`config.mk`:
```
export PLATFORM = sky130hd
export DESIGN_NAME = program_counter_unit
export DESIGN_NICKNAME = d
export VERILOG_FILES = /design/src/rtl/program_counter_unit.sv
export SDC_FILE = /design/constraint.sdc
export NUM_CORES = 1
export LEC_CHECK = 0
export ABC_AREA = 0
export CAP_MARGIN = 20
export CORE_MARGIN = 1.5
export CORE_UTILIZATION = 25
export DETAILED_ROUTE_END_ITERATION = 7
export GPL_TIMING_DRIVEN = 0
export SLEW_MARGIN = 0
export SYNTH_ARGS = -nofsm -noshare
export SYNTH_HDL_FRONTEND = slang
export SYNTH_SLANG_ARGS = --single-unit
```
`constraint.sdc`:
```
create_clock -name clock -period 6.3 [get_ports clock]
set_clock_uncertainty 0.1 [all_clocks]
set_input_delay 1.89 -clock clock [delete_from_list [all_inputs] [get_ports clock]]
set_output_delay 1.89 -clock clock [all_outputs]
set_load 0.005 [all_outputs]
```
`src/rtl/program_counter_unit.sv`:
```
// Fetch-stage PC generator: sequential/branch/jump/jump-register selection,
// exception redirect with EPC capture, and a circular return-address stack.
module program_counter_unit #(
  parameter int                 WIDTH        = 32,
  parameter logic [WIDTH-1:0]   RESET_VECTOR = '0,
  parameter logic [WIDTH-1:0]   EXC_VECTOR   = 'h180,
  parameter int                 RAS_DEPTH    = 4
) (
  input  logic             clock,
  input  logic             reset,
  input  logic             stall,
  input  logic             exception,
  input  logic             jump,
  input  logic [25:0]      jump_addr,
  input  logic             jump_reg,
  input  logic [WIDTH-1:0] reg_addr,
  input  logic             branch,
  input  logic [WIDTH-1:0] branch_offset,
  input  logic [2:0]       cond,
  input  logic             zero,
  input  logic             negative,
  input  logic             link,
  input  logic             ret,
  output logic [WIDTH-1:0] pc,
  output logic [WIDTH-1:0] pc_next,
  output logic [WIDTH-1:0] epc,
  output logic [WIDTH-1:0] ras_top,
  output logic             ras_empty,
  output logic             ras_full
);

  localparam int              PTR_W   = $clog2(RAS_DEPTH);
  localparam int              CNT_W   = PTR_W + 1;
  localparam logic [CNT_W-1:0] DEPTH_C = CNT_W'(RAS_DEPTH);

  logic [WIDTH-1:0] pc_inc;
  logic [WIDTH-1:0] ret_addr;
  logic [WIDTH-1:0] jump_target;
  logic [WIDTH-1:0] branch_target;
  logic             taken;
  logic             push;
  logic             pop;

  logic [WIDTH-1:0] ras_mem [RAS_DEPTH];
  logic [PTR_W-1:0] ras_ptr;
  logic [PTR_W-1:0] ras_ptr_inc;
  logic [PTR_W-1:0] ras_ptr_dec;
  logic [CNT_W-1:0] ras_cnt;

  assign pc_inc        = pc + WIDTH'(4);
  assign ret_addr      = pc + WIDTH'(8);
  assign branch_target = pc_inc + (branch_offset << 2);
  assign ras_ptr_inc   = ras_ptr + 1'b1;
  assign ras_ptr_dec   = ras_ptr - 1'b1;

  // With WIDTH=28 the jump field covers the whole address, so no upper bits remain.
  if (WIDTH > 28) begin : g_jt_region
    assign jump_target = {pc_inc[WIDTH-1:28], jump_addr, 2'b00};
  end else begin : g_jt_full
    assign jump_target = {jump_addr, 2'b00};
  end

  // RAS operations only happen on a real jal/jalr/jr that is actually retiring this cycle.
  assign push = link & (jump | jump_reg) & ~stall & ~exception;
  assign pop  = ret & jump_reg & ~stall & ~exception;

  assign ras_empty = (ras_cnt == '0);
  assign ras_full  = (ras_cnt == DEPTH_C);
  assign ras_top   = ras_empty ? '0 : ras_mem[ras_ptr];

  // Branch condition decode; codes 6 and 7 are never taken.
  always_comb begin
    taken = 1'b0;
    case (cond)
      3'd0:    taken = zero;
      3'd1:    taken = ~zero;
      3'd2:    taken = zero | negative;
      3'd3:    taken = ~zero & ~negative;
      3'd4:    taken = negative;
      3'd5:    taken = ~negative;
      default: taken = 1'b0;
    endcase
  end

  // Next-PC selection in priority order.
  always_comb begin
    pc_next = pc_inc;
    if (exception)             pc_next = EXC_VECTOR;
    else if (stall)            pc_next = pc;
    else if (jump_reg)         pc_next = reg_addr;
    else if (jump)             pc_next = jump_target;
    else if (branch && taken)  pc_next = branch_target;
  end

  // PC and EPC registers.
  always_ff @(posedge clock) begin
    if (reset) begin
      pc  <= RESET_VECTOR;
      epc <= '0;
    end else begin
      pc <= pc_next;
      if (exception) epc <= pc;
    end
  end

  // Return-address stack; a push when full advances onto the oldest slot, overwriting it.
  always_ff @(posedge clock) begin
    if (reset) begin
      ras_ptr <= '0;
      ras_cnt <= '0;
      for (int i = 0; i < RAS_DEPTH; i++) ras_mem[i] <= '0;
    end else if (push && (!pop || ras_empty)) begin
      ras_ptr              <= ras_ptr_inc;
      ras_mem[ras_ptr_inc] <= ret_addr;
      if (!ras_full) ras_cnt <= ras_cnt + 1'b1;
    end else if (push && pop) begin
      ras_mem[ras_ptr] <= ret_addr;
    end else if (pop && !ras_empty) begin
      ras_ptr <= ras_ptr_dec;
      ras_cnt <= ras_cnt - 1'b1;
    end
  end

endmodule

```
==> impl_metrics.py <==
metrics = {
    "synth": {
        "synth_top_family_by_area": "simple AND/OR/NAND/NOR gates",
        "syn_area_per_cell_um2": 9.565,
        "post-synth-top-count-cell": "sky130_fd_sc_hd__nor2_1",
        "synth_seq_cells": 199,
        "post_synth_main_area_contributors": "sky130_fd_sc_hd__edfxtp_1 (32%), sky130_fd_sc_hd__dfxtp_1 (12%), sky130_fd_sc_hd__nor2_1 (6.5%), sky130_fd_sc_hd__mux4_2 (6.0%), sky130_fd_sc_hd__nand2_1 (3.8%)",
        "synth_enable_flop_cells": 128,
        "netlist_area_um2": 12050,
        "netlist-cell-type-count": 80,
        "dominantRegCellSynth": "sky130_fd_sc_hd__edfxtp_1",
        "synth-simple-area-share_pct": 19.84,
        "yosysWarnings": 0,
        "synth.net_count": 1401,
        "most_frequent_cells_after_synthesis": "sky130_fd_sc_hd__nor2_1 (208), sky130_fd_sc_hd__edfxtp_1 (128), sky130_fd_sc_hd__nand2_1 (122)",
        "yosysSeqAreaShare_pct": 43.69,
        "synth.largest_area_cell": "sky130_fd_sc_hd__edfxtp_1",
        "synth_compound_area_share_pct": 12.86,
        "synth.mux.area_fraction_pct": 9.219,
        "netlist_instances": 1260,
        "synth-async-reset-ratio_pct": 0,
        "yosys.area.top_type_share_pct": 31.89,
        "yosys.area_share.xor_xnor_pct": 5.731,
        "yosys.area_share.adder_pct": 3.966,
    },
    "drt": {
        "detail_route.vias_per_cell": 5.034,
        "finalWirelength_um": 49540,
        "num_vias": 11039,
        "ant_nets": 0,
        "post_drt_wl_per_cell_um": 22.59,
        "drt_first_pass_iters": 8,
        "route.detailed.drc": 0,
        "initialDrtViolationCount": 923,
    },
    "pwr": {
        "power_frac_seq_pct": 43.6,
        "cellLeakagePower_nw": 6.546,
        "pwr-share-clk_pct": 34.1,
        "cellInternalPower_mw": 2.392,
        "sw_power_mw": 0.9501,
        "vdd_drop_max_mv": 0.1311,
        "finalPower_mw": 3.342,
        "pwr-share-comb_pct": 22.3,
        "switching_share_pct": 28.43,
        "power_per_cell_area_nw_per_um2": 193.4,
    },
    "sta": {
        "rsz_0062_raised_after_global_routing": "yes",
        "worst_pin_slew_ns": 1.023,
        "final_hold_viol_count": 0,
        "setup_slack_ns": -0.1636,
        "slew_violations": 0,
        "max_freq_mhz": 154.7,
        "final-setup-viol-count": 6,
        "slew_headroom_pct": 31.80,
        "finalWorstPathRequiredPeriod_ns": 6.464,
        "finalHoldWorstSlack_ns": 0.3948,
        "timing.final.crit_share_pct": 102.6,
    },
    "worst_setup_path": {
        "worst_path_largest_cell_delay_ns": 0.35,
        "crit_path_start": "branch_offset[0]",
        "worst_r2r_path_depth": 16,
        "reg2reg_slack_ns": 2.27,
        "worst-path-buf-inv": 4,
        "crit_slowest_cell": "sky130_fd_sc_hd__a211oi_2",
        "r2r_start": "pc[12]$_SDFF_PP0_",
        "crit_required_ns": 4.31,
        "cp_common_cell": "sky130_fd_sc_hd__buf_6",
        "setup.worst_path.end_class": "output pin",
        "critical_path.startpoint_type": "input port",
        "sequence_of_cells_on_the_critical_path": "buf_6 > ha_4 > inv_2 > fa_2 > nor2b_2 > o31a_1 > a211oi_2 > o21bai_2 > a211o_1 > buf_6 > a31oi_4 > xor2_4 > a2111oi_4 > buf_2",
        "arrival_time_of_the_worst_setup_path_ns": 4.47,
        "crit_cells": 14,
        "worstPathMaxFanout": 4,
        "r2r_end": "pc[23]$_SDFF_PP0_",
        "critical_path.top_delay_family": "compound AO/OA/AOI/OAI gates",
        "crit_type": "input port to output pin",
        "critical_path.endpoint": "pc_next[24]",
    },
    "global_route": {
        "grt_start_max_net_pins": 33,
        "antenna_found_initial": 0,
        "grt_pass1_wl_um": 71880,
        "grt_usage_pct": 19.78,
        "globalRoute.totalOverflow": 0,
        "first_global_vias": 11009,
    },
    "cells_and_area": {
        "area_growth_pct": 43.41,
        "layout.area.seq_um2": 5279,
        "fin_nets": 1706,
        "multi_input_area_um2": 7370,
        "post-route-util_pct": 36.27,
        "fillers": 4852,
        "antenna-diode-count": 0,
        "drive_above_1_share_pct": 22.50,
    },
    "floorplanning": {
        "count_of_boundary_i_o_pins": 234,
        "die_h_um": 222.6,
        "die_x_um": 222.6,
        "initial_core_util_pct": 25.29,
        "num_rows": 80,
        "fp.dieArea_um2": 49530,
        "core_area_um2": 47650,
    },
    "clocking": {
        "cts_buffers": 17,
        "clk_transition_reported_paths_ns": 0.07,
        "cts_tree": "built",
        "cts.hold.buffers_added": 0,
        "cts-htree-levels": 4,
        "clk_latency_ns": 0.47,
        "ctsRootBufferMaster": "sky130_fd_sc_hd__clkbuf_16",
        "numClockSinks": 199,
        "clk_path_buf_depth": 2,
    },
    "place": {
        "dp.final_hpwl_um": 37860,
        "globalplace.congestion": 0.9639,
        "port_buffers": 228,
    },
    "outcome": {
        "result_of_the_run": "finished with violations",
        "violations": "setup timing",
    },
    "flow_run": {
        "maxCapViolations": 0,
    },
    "worst_hold_path": {
        "min_delay_worst_type": "flip-flop to flip-flop",
        "hold-path-cell-count": 2,
    },
}
==> state kept, by name, indices dropped and copies added (netlist names), named ones only <==
| register | flops |
|---|---|
| pc | 32 |
| epc | 32 |
| ras_mem | 128 |
| ras_ptr | 2 |
| ras_cnt | 3 |
==> stage by stage <==
stage          worst slack (ns)  area, um2  instances  setup TNS (ns)
6_report                -0.1636      17280       2193         -0.4446
5_1_grt                 -0.2583      17280       2193          -1.260
4_1_cts                 -0.2264      17010       2179         -0.4220
3_5_place_dp             -1.449      15130       2104          -29.57
3_3_place_gp             -1.518      15100       2103          -29.65
2_1_floorplan            0.2735      12050       1260               0
==> tightest hold or removal path, cell delays in order (launching register included) <==
cell	delay, ns
sky130_fd_sc_hd__dfxtp_1	0.33
sky130_fd_sc_hd__mux2i_1	0.06
sky130_fd_sc_hd__nor2_1	0.07
==> layer usage <==
layer,up-vias,track usage (%),share of wire (%),wire length [um]
met5,-,0,0,0
met4,0,6.759,3.1,1517
met3,81,3.451,6.8,3385
met2,442,32.67,47,23360
met1,5387,26.05,43,21280
li1,5129,-,-,-
==> repair_timing <==
action	CTS	global route
endpoints found under the setup margin	30	28
resized for setup	326	62
hold endpoints to repair	0	0
setup buffers	47	14
pin swaps	95	46
==> placed cells by master (no fill, tap or decap), types with 25 or more instances in the layout <==
cell / instances
sky130_fd_sc_hd__nor3_1: 26
sky130_fd_sc_hd__a21oi_1: 36
sky130_fd_sc_hd__dfxtp_1: 64
sky130_fd_sc_hd__xnor2_1: 37
sky130_fd_sc_hd__edfxtp_1: 128
sky130_fd_sc_hd__mux2i_1: 39
sky130_fd_sc_hd__clkdlybuf4s50_1: 176
sky130_fd_sc_hd__nor2b_1: 35
sky130_fd_sc_hd__buf_4: 64
sky130_fd_sc_hd__inv_1: 58
sky130_fd_sc_hd__mux4_2: 32
sky130_fd_sc_hd__nand2_1: 113
sky130_fd_sc_hd__nor2_1: 195
sky130_fd_sc_hd__clkbuf_1: 44
sky130_fd_sc_hd__ha_4: 25
==> kinds of logic (layout without fill, tap and decap cells) <==
group / Yosys count / after routing
adder cells (fa/ha/maj): 37 / 37
XOR/XNOR: 78 / 78
AND/OR/NAND/NOR: 506 / 506
buffers and inverters: 142 / 460
flip-flops: 199 / 199
AO/OA/AOI/OAI: 227 / 227
multiplexers: 71 / 71
==> power groups by stage <==
stage	Sequential (mW)	Combinational (mW)	Clock, mW
finish	1.46	0.745	1.14
global route	1.46	0.795	1.19
CTS	1.46	0.724	1.15
detailed placement	1.48	0.628	0
global placement	1.48	0.628	0
floorplan	1.48	0.322	0
==> worst min-delay path by stage <==
stage	from	end	slack, ns
after floorplan	ras_cnt[2]$_SDFFE_PP0P_	ras_cnt[2]$_SDFFE_PP0P_	0.37
after global placement	epc[12]$_SDFFE_PP0P_	epc[12]$_SDFFE_PP0P_	0.37
after detailed placement	epc[26]$_SDFFE_PP0P_	epc[26]$_SDFFE_PP0P_	0.38
after CTS	epc[26]$_SDFFE_PP0P_	epc[26]$_SDFFE_PP0P_	0.40
after global routing	epc[12]$_SDFFE_PP0P_	epc[12]$_SDFFE_PP0P_	0.42
final	epc[26]$_SDFFE_PP0P_	epc[26]$_SDFFE_PP0P_	0.39
==> cell type report <==
| type | instances | area share (%) |
|---|---|---|
| Inverter | 62 | 1.347 |
| Timing Repair Buffer | 290 | 15.25 |
| Tap cell | 615 | 4.452 |
| Clock buffer | 19 | 2.505 |
| Clock inverter | 13 | 0.8832 |
| Multi-Input combinational cell | 919 | 42.64 |
| Sequential cell | 199 | 30.54 |
| Buffer | 76 | 2.375 |
(Power assumes the default switching activity.)
